==> config.mk <==
export PLATFORM = sky130hd
export DESIGN_NAME = sipo_rx_ctrl_flat
export DESIGN_NICKNAME = d
export VERILOG_FILES = /design/src/rtl/sipo_rx_ctrl_if.sv /design/src/rtl/sipo_rx_ctrl.sv /design/src/flat_wrapper.sv
export SDC_FILE = /design/constraint.sdc
export NUM_CORES = 1
export LEC_CHECK = 0
export CELL_PAD_IN_SITES_DETAIL_PLACEMENT = 0
export CELL_PAD_IN_SITES_GLOBAL_PLACEMENT = 2
export CORE_ASPECT_RATIO = 1.25
export CORE_MARGIN = 4
export CORE_UTILIZATION = 29
export DETAILED_ROUTE_END_ITERATION = 6
export PLACE_DENSITY_LB_ADDON = 0.1
export SYNTH_ARGS = -nofsm -noshare
export SYNTH_HDL_FRONTEND = slang
export SYNTH_SLANG_ARGS = --single-unit
==> constraint.sdc <==
create_clock -name clk -period 1.55 [get_ports clk]
set_input_delay 0.2325 -clock clk [delete_from_list [all_inputs] [get_ports clk]]
set_output_delay 0.2325 -clock clk [all_outputs]
set_load 0.01 [all_outputs]
==> src/rtl/sipo_rx_ctrl_if.sv <==
// Parallel output handshake between sipo_rx_ctrl and its downstream consumer.
// Valid/ready: a word transfers on a rising clk edge where out_valid && out_ready; out_data is stable while out_valid=1.
interface sipo_rx_ctrl_if #(
  parameter int WIDTH = 8
);
  logic [WIDTH-1:0] out_data;
  logic             out_valid;
  logic             out_ready;

  modport master (
    output out_data,
    output out_valid,
    input  out_ready
  );

  modport slave (
    input  out_data,
    input  out_valid,
    output out_ready
  );
endinterface

==> src/rtl/sipo_rx_ctrl.sv <==
// Framed serial receiver: start detect, LSB-first shift of WIDTH bits, stop check, one-entry output holding register.
// Optional parity check is built in when the PARITY_CHK_EN macro is defined.
module sipo_rx_ctrl #(
  parameter int WIDTH      = 8,
  parameter bit PARITY_ODD = 1'b0
) (
  input  logic        clk,
  input  logic        rst,
  input  logic        bit_en,
  input  logic        sr_in,
  input  logic        clr_err,
  sipo_rx_ctrl_if.master out_if,
  output logic        busy,
  output logic        frame_err,
  output logic        parity_err,
  output logic        overrun,
  output logic [1:0]  dbg_state_o
);

  localparam int CNT_W = (WIDTH > 1) ? $clog2(WIDTH) : 1;
  localparam logic [CNT_W-1:0] CNT_LAST = CNT_W'(WIDTH - 1);

  typedef enum logic [1:0] {
    ST_IDLE   = 2'd0,
    ST_SHIFT  = 2'd1,
    ST_PARITY = 2'd2,
    ST_STOP   = 2'd3
  } state_t;

  state_t           state_q, state_d;
  logic [CNT_W-1:0] cnt_q, cnt_d;
  logic [WIDTH-1:0] shift_q, shift_d;
  logic [WIDTH-1:0] data_q, data_d;
  logic             valid_q, valid_d;
  logic             overrun_q, overrun_d;
  logic             frame_err_q, frame_err_d;
`ifdef PARITY_CHK_EN
  logic             par_bad_q, par_bad_d;
  logic             parity_err_q, parity_err_d;
`else
  logic             unused_cfg;
  assign unused_cfg = PARITY_ODD;
`endif

  always_ff @(posedge clk) begin
    if (rst) begin
      state_q      <= ST_IDLE;
      cnt_q        <= '0;
      shift_q      <= '0;
      data_q       <= '0;
      valid_q      <= 1'b0;
      overrun_q    <= 1'b0;
      frame_err_q  <= 1'b0;
`ifdef PARITY_CHK_EN
      par_bad_q    <= 1'b0;
      parity_err_q <= 1'b0;
`endif
    end else begin
      state_q      <= state_d;
      cnt_q        <= cnt_d;
      shift_q      <= shift_d;
      data_q       <= data_d;
      valid_q      <= valid_d;
      overrun_q    <= overrun_d;
      frame_err_q  <= frame_err_d;
`ifdef PARITY_CHK_EN
      par_bad_q    <= par_bad_d;
      parity_err_q <= parity_err_d;
`endif
    end
  end

  always_comb begin
    state_d     = state_q;
    cnt_d       = cnt_q;
    shift_d     = shift_q;
    data_d      = data_q;
    valid_d     = valid_q;
    overrun_d   = overrun_q;
    frame_err_d = 1'b0;
`ifdef PARITY_CHK_EN
    par_bad_d    = par_bad_q;
    parity_err_d = 1'b0;
`endif
    if (valid_q && out_if.out_ready) valid_d = 1'b0;
    // A new overrun assigned below overrides a simultaneous clear.
    if (clr_err) overrun_d = 1'b0;
    if (bit_en) begin
      case (state_q)
        ST_IDLE: begin
          if (!sr_in) begin
            state_d = ST_SHIFT;
            cnt_d   = '0;
          end
        end
        ST_SHIFT: begin
          shift_d = {sr_in, shift_q[WIDTH-1:1]};
          cnt_d   = cnt_q + 1'b1;
          if (cnt_q == CNT_LAST) begin
`ifdef PARITY_CHK_EN
            state_d = ST_PARITY;
`else
            state_d = ST_STOP;
`endif
          end
        end
`ifdef PARITY_CHK_EN
        ST_PARITY: begin
          par_bad_d = ((^shift_q) ^ sr_in) != PARITY_ODD;
          state_d   = ST_STOP;
        end
`endif
        ST_STOP: begin
          state_d = ST_IDLE;
          if (!sr_in) begin
            frame_err_d = 1'b1;
`ifdef PARITY_CHK_EN
          end else if (par_bad_q) begin
            parity_err_d = 1'b1;
`endif
          end else if (!valid_q || out_if.out_ready) begin
            data_d  = shift_q;
            valid_d = 1'b1;
          end else begin
            overrun_d = 1'b1;
          end
        end
        default: state_d = ST_IDLE;
      endcase
    end
  end

  always_comb begin
    busy             = (state_q != ST_IDLE);
    frame_err        = frame_err_q;
`ifdef PARITY_CHK_EN
    parity_err       = parity_err_q;
`else
    parity_err       = 1'b0;
`endif
    overrun          = overrun_q;
    out_if.out_data  = data_q;
    out_if.out_valid = valid_q;
    dbg_state_o      = state_q;
  end

endmodule

==> src/flat_wrapper.sv <==
// flat-port wrapper written by rule: the top's interface ports become plain ports
module sipo_rx_ctrl_flat 
#(
  parameter int WIDTH      = 8,
  parameter bit PARITY_ODD = 1'b0
)
  (clk, rst, bit_en, sr_in, clr_err, busy, frame_err, parity_err, overrun, dbg_state_o, out_if_out_data, out_if_out_valid, out_if_out_ready);
  sipo_rx_ctrl_if #(.WIDTH(WIDTH)) out_if_i ();
  input  logic clk;
  input  logic rst;
  input  logic bit_en;
  input  logic sr_in;
  input  logic clr_err;
  output logic busy;
  output logic frame_err;
  output logic parity_err;
  output logic overrun;
  output logic [1:0] dbg_state_o;
  output wire logic [$bits(out_if_i.out_data)-1:0] out_if_out_data;
  output wire logic [$bits(out_if_i.out_valid)-1:0] out_if_out_valid;
  input wire logic [$bits(out_if_i.out_ready)-1:0] out_if_out_ready;
  assign out_if_out_data = out_if_i.out_data;
  assign out_if_out_valid = out_if_i.out_valid;
  assign out_if_i.out_ready = out_if_out_ready;
  sipo_rx_ctrl #(.WIDTH(WIDTH), .PARITY_ODD(PARITY_ODD)) u_core (.clk(clk), .rst(rst), .bit_en(bit_en), .sr_in(sr_in), .clr_err(clr_err), .out_if(out_if_i), .busy(busy), .frame_err(frame_err), .parity_err(parity_err), .overrun(overrun), .dbg_state_o(dbg_state_o));
endmodule
# Yosys cells after proc, flatten, opt, wreduce, memory -nomap -nowiden
# Index checks and enable logic that the tools add are counted.
[word_totals]
register_bits = 24
input_bits = 6
out_inout_bits = 15
elab_cells = 42
[op_classes]
bitwise_logic = 2
reduce_logical = 11
n_eq_ne = 5
add_sub_neg = 1
n_mux = 16
[op_table]
columns = ["op", "count"]
rows = [
  ["$mux W1", 11],
  ["$pmux W3 S2", 1],
  ["$reduce_and A3 Y1", 2],
  ["$mux W2", 2],
  ["$pmux W2 S2", 1],
  ["$reduce_and A4 Y1", 1],
  ["$reduce_bool A2 Y1", 2],
  ["$add A3 B1 Y3 const B", 1],
  ["$eq A3 B3 Y1 const B", 1],
  ["$mux W3", 1],
  ["$reduce_or A3 Y1", 1],
  ["$eq A2 B1 Y1 const B", 1],
  ["$eq A2 B2 Y1 const B", 1],
  ["$logic_not A2 Y1", 1],
  ["$ne A2 B1 Y1 const B", 1],
  ["$ne A2 B2 Y1 const B", 1],
  ["$not A1 Y1", 2],
  ["$reduce_and A2 Y1", 1],
  ["$logic_and A1 B1 Y1", 1],
  ["$logic_not A1 Y1", 1],
  ["$logic_or A1 B1 Y1", 1],
]

# Longest topological paths before layout
[logic_depth]
ltp_word = 6
ltp_mapped = 5

# Worst setup path after synthesis
# OpenSTA, ideal clock, no wires.
[synth_path]
kind = "register to register"
start = "register u_core.state_q[0] (netlist: u_core.dbg_state_o[0])"
end = "register u_core.data_q[0] (netlist: u_core.out_if.out_data[0])"
path_stages_with_launch = 6
arrival_time_ns = 1.058
n_path_buf = 2
path_slack_ns = 0.421
t_required_ns = 1.478
path_cell_list = "dfxtp_1 > buf_6 > nand4_2 > nor2b_2 > buf_6 > mux2i_1"
[synth_between]
elab_chain_cells = 2
[synth_rtl]
columns = ["item", "line_no", "text"]
rows = [
  ["from (decl)", "sipo_rx_ctrl.sv:30", "state_t state_q, state_d;"],
  ["from (signal assigned)", "sipo_rx_ctrl.sv:59", "state_q <= state_d;"],
  ["$eq A2 B2 Y1", "sipo_rx_ctrl.sv:89", "case (state_q)"],
  ["$reduce_and A4 Y1 (no line)", "--", ""],
  ["to (signal assigned)", "sipo_rx_ctrl.sv:62", "data_q <= data_d;"],
  ["to (decl)", "sipo_rx_ctrl.sv:33", "logic [WIDTH-1:0] data_q, data_d;"],
]
# No other way between the ends.
# A chain may end at the register's enable or synchronous reset.

# Worst setup path after layout
[layout_path]
start = "register u_core.state_q[1] (netlist: u_core.dbg_state_o[1])"
end = "output port dbg_state_o[1]"
[layout_rtl]
columns = ["item", "line_no", "text"]
rows = [
  ["to (decl)", "flat_wrapper.sv:18", "output logic [1:0] dbg_state_o;"],
]
# No word-level cell between the ends.

==> run_summary.xml <==
<?xml version="1.0" encoding="UTF-8"?>
<metrics>
  <group name="run_status">
    <metric name="status" unit="">completed</metric>
  </group>
  <group name="cts">
    <metric name="cts.reportedPaths.clkPinSlew" unit="ps">80</metric>
    <metric name="tritoncts.num_buffers" unit="">3</metric>
    <metric name="clockRootBuffer" unit="">sky130_fd_sc_hd__clkbuf_8</metric>
    <metric name="clock_tree.buffer_depth" unit="">2</metric>
    <metric name="clk-insertion-delay-late" unit="ps">260</metric>
    <metric name="tritoncts" unit="">yes</metric>
    <metric name="clock_sink_count" unit="">24</metric>
    <metric name="cts_htree_levels" unit="">1</metric>
    <metric name="hold_buffers" unit="">0</metric>
  </group>
  <group name="drt">
    <metric name="drt_iter0_markers" unit="">10</metric>
    <metric name="remaining_number_of_nets_flagged_by_the_antenna_check_after_routing" unit="">0</metric>
    <metric name="drt_pre_antenna_iters" unit="">4</metric>
    <metric name="post_drt_via_cell_ratio" unit="">4.657</metric>
    <metric name="dr_total_vias" unit="">787</metric>
    <metric name="drt_drc_violations_left" unit="">0</metric>
    <metric name="detail_route.wirelength" unit="um">1990</metric>
    <metric name="wire_per_inst" unit="um">11.78</metric>
  </group>
  <group name="logic_synthesis">
    <metric name="fraction_of_synthesized_cell_area_in_xor_and_xnor_cells" unit="%">0</metric>
    <metric name="yosys.area_share.adder" unit="%">2.472</metric>
    <metric name="synthSimpleGateAreaFrac" unit="%">26.82</metric>
    <metric name="ys_seq_elements" unit="">24</metric>
    <metric name="postSynthAreaPerCell" unit="um2">9.119</metric>
    <metric name="synth_mux_area_share" unit="%">7.911</metric>
    <metric name="synth_compound_gate_area_share" unit="%">9.147</metric>
    <metric name="post_synth_inst_count" unit="">111</metric>
    <metric name="netlist_area" unit="um2">1012</metric>
    <metric name="synth_warnings" unit="">0</metric>
    <metric name="synth.lib_cells_used.distinct" unit="">26</metric>
    <metric name="mappedNetlistNets" unit="">119</metric>
    <metric name="combinational_family_with_the_most_area_after_synthesis" unit="">simple AND/OR/NAND/NOR gates</metric>
    <metric name="ys_seq_area_share" unit="%">47.47</metric>
  </group>
  <group name="global_route">
    <metric name="initial_antenna_violation_count" unit="">0</metric>
    <metric name="grt_max_degree" unit="">33</metric>
    <metric name="global_route.overflow_total" unit="">0</metric>
    <metric name="global_route_wire_length_before_repair" unit="um">3422</metric>
    <metric name="grt.total_usage" unit="%">10.17</metric>
    <metric name="grt_pass1_vias" unit="">774</metric>
  </group>
  <group name="setup_path">
    <metric name="worstPathArrival" unit="ps">1230</metric>
    <metric name="worstSetupPathType" unit="">reg -&gt; out</metric>
    <metric name="crit_chain" unit="">clkdlybuf4s50_1</metric>
    <metric name="timing.critical_path.max_delay_family" unit="">buffers and inverters</metric>
    <metric name="worst_setup_path_start_kind" unit="">flip-flop</metric>
    <metric name="worstPathBufferInverterCount" unit="">1</metric>
    <metric name="crit_path_max_fanout" unit="">9</metric>
    <metric name="worst_setup_path_end_kind" unit="">output port</metric>
    <metric name="cp_slowest_cell" unit="">sky130_fd_sc_hd__clkdlybuf4s50_1</metric>
    <metric name="slowest_stage_delay_cp" unit="ps">560</metric>
    <metric name="critPathRequiredTime" unit="ps">1320</metric>
  </group>
  <group name="layout">
    <metric name="syn2layout_area_growth" unit="%">29.30</metric>
    <metric name="antenna_cells" unit="">0</metric>
    <metric name="post_route_cells_drive_above_1_share" unit="%">9.848</metric>
    <metric name="design_area" unit="um2">1309</metric>
    <metric name="fillCellCount" unit="">348</metric>
    <metric name="num-nets-final" unit="">142</metric>
  </group>
  <group name="floorplan">
    <metric name="die_w" unit="um">60.84</metric>
    <metric name="io_pins" unit="">21</metric>
    <metric name="site_rows" unit="">23</metric>
    <metric name="die_area" unit="um2">4506</metric>
    <metric name="effective_utilization_at_floorplan" unit="%">30.85</metric>
    <metric name="coreArea" unit="um2">3281</metric>
    <metric name="die_height" unit="um">74.06</metric>
  </group>
  <group name="sta">
    <metric name="maxSlewViolCount" unit="">0</metric>
    <metric name="fin_crit_sh" unit="%">94.35</metric>
    <metric name="rsz0062_at_grt" unit="">false</metric>
    <metric name="final_hold_viol_count" unit="">0</metric>
    <metric name="setup_violation_total_in_the_final_timing_report" unit="">0</metric>
    <metric name="period_minus_slack" unit="ps">1462</metric>
    <metric name="timing.fmax" unit="MHz">683.8</metric>
    <metric name="finClkSkew" unit="ps">2.542</metric>
    <metric name="final.setup.tns" unit="ps">0</metric>
  </group>
  <group name="power">
    <metric name="clockPowerShare" unit="%">34.5</metric>
    <metric name="internal_power" unit="mW">0.8347</metric>
    <metric name="pwrdens" unit="nW/um2">819.3</metric>
    <metric name="power_switching" unit="mW">0.2376</metric>
    <metric name="netSwitchingFraction" unit="%">22.16</metric>
    <metric name="power_frac_seq" unit="%">58.1</metric>
    <metric name="vdd_ir_drop_max" unit="V">0.0003734</metric>
    <metric name="share_comb_of_total_power" unit="%">7.4</metric>
    <metric name="leakage" unit="nW">0.4578</metric>
  </group>
  <group name="placed_design">
    <metric name="io_buffers" unit="">19</metric>
    <metric name="place_hpwl" unit="um">1414</metric>
    <metric name="gpl.final_weighted_congestion" unit="">0.6791</metric>
    <metric name="postPlaceCellArea" unit="um2">1267</metric>
  </group>
  <group name="hold_path">
    <metric name="hold_path.class" unit="">reg -&gt; reg</metric>
  </group>
  <group name="run">
    <metric name="drv_cap" unit="">0</metric>
  </group>
</metrics>
flip-flops by register name, indices dropped and copies added (netlist names):
| signal | flops |
|---|---|
| u_core.shift_q | 8 |
| u_core.dbg_state_o | 2 |
| u_core.out_if.out_data | 8 |
| u_core.overrun | 1 |
| u_core.frame_err | 1 |
| u_core.cnt_q | 3 |
| u_core.out_if.out_valid | 1 |
layer usage:
layer	GRT usage, %	vias to the layer above	part of all wire [%]
li1	-	404	-
met1	12.29	366	47
met2	16.17	13	47
met3	2.083	4	3.5
met4	6.506	0	2.3
met5	0	-	0
area by class of cell:
| cell class | instances | area (um2) | area share (%) |
|---|---|---|---|
| tap | 37 | 46.29 | 3.537 |
| timing repair buffer | 25 | 259.0 | 19.79 |
| inverter | 2 | 7.507 | 0.5736 |
| sequential | 24 | 481.7 | 36.81 |
| clock buffer | 3 | 41.29 | 3.155 |
| multi-input combinational | 78 | 473.0 | 36.14 |
cells by family (layout without fill, tap and decap cells):
group | after synthesis | after routing
buffers and inverters | 9 | 30
DFF | 24 | 24
muxes | 8 | 8
other | 1 | 1
and+or+nand+nor | 50 | 50
AOI/OAI and AO/OA | 17 | 17
adders and majority gates | 2 | 2
power by group through the flow:
stage	Sequential, mW	Clock [mW]	Combinational [mW]
2_1_floorplan	0.638	0	0.0433
5_1_grt	0.624	0.418	0.0859
3_3_place_gp	0.638	0	0.0807
3_5_place_dp	0.638	0	0.0811
6_report	0.623	0.370	0.0793
4_1_cts	0.623	0.388	0.0801
through the flow:
stage	total power [mW]	setup slack, ps	hold WS (ps)	cells	util (%)
after floorplan	0.6813	420.7	310.4	111	-
after global placement	0.7182	18.09	449.2	166	38.63
after detailed placement	0.7188	9.758	459.5	166	38.63
after CTS	1.092	70.49	472.0	169	39.89
after global routing	1.128	37.22	494.6	169	39.89
final	1.072	87.59	470.0	169	39.89
cell usage after synthesis (all sizes together):
master	instances	area [um2]
nand4	1	12.51
dfxtp	24	480.5
clkbuf	1	3.750
o22ai	1	6.260
nand3b	1	7.510
nand3	1	5.000
and3b	1	8.760
o21ai	2	10.01
a2bb2oi	1	8.760
nand2	18	67.56
nand2b	18	112.6
nor2	4	15.01
buf	6	47.54
mux2i	8	80.08
conb	1	3.750
and4b	1	10.01
nor2b	3	21.27
a211oi	1	7.510
or2	1	6.260
nor3	1	5.000
ha	2	25.02
a21oi	12	60.06
inv	2	7.510
cells in the final DEF, fill, tap and decap left out, drive strengths merged:
master,n
nor3,1
and4b,1
mux2i,8
ha,2
dfxtp,24
clkbuf,3
conb,1
nand3b,1
a2bb2oi,1
a21oi,12
dlygate4sd2,1
nand3,1
a211oi,1
clkdlybuf4s50,18
nand2,18
nand4,1
or2,1
nor2,4
o22ai,1
inv,2
nor2b,3
and3b,1
nand2b,18
buf,6
o21ai,2
final timing paths:
check,start,endpoint,slack (ps),cells past startpoint
max reg2reg,u_core.dbg_state_o[0]$_SDFFE_PP0P_,u_core.shift_q[5]$_SDFFE_PP0P_,320,5
max,u_core.dbg_state_o[1]$_SDFFE_PP0P_,dbg_state_o[1],90,1
min reg2reg,u_core.shift_q[0]$_SDFFE_PP0P_,u_core.shift_q[0]$_SDFFE_PP0P_,470,2
min,u_core.shift_q[0]$_SDFFE_PP0P_,u_core.shift_q[0]$_SDFFE_PP0P_,470,2
timing repair:
| item | in CTS | in global routing |
|---|---|---|
| gates resized for setup | 2 | 0 |
| endpoints found under the setup margin | 2 | 0 |
| setup buffers | 0 | 0 |
(Power assumes the default switching activity.)
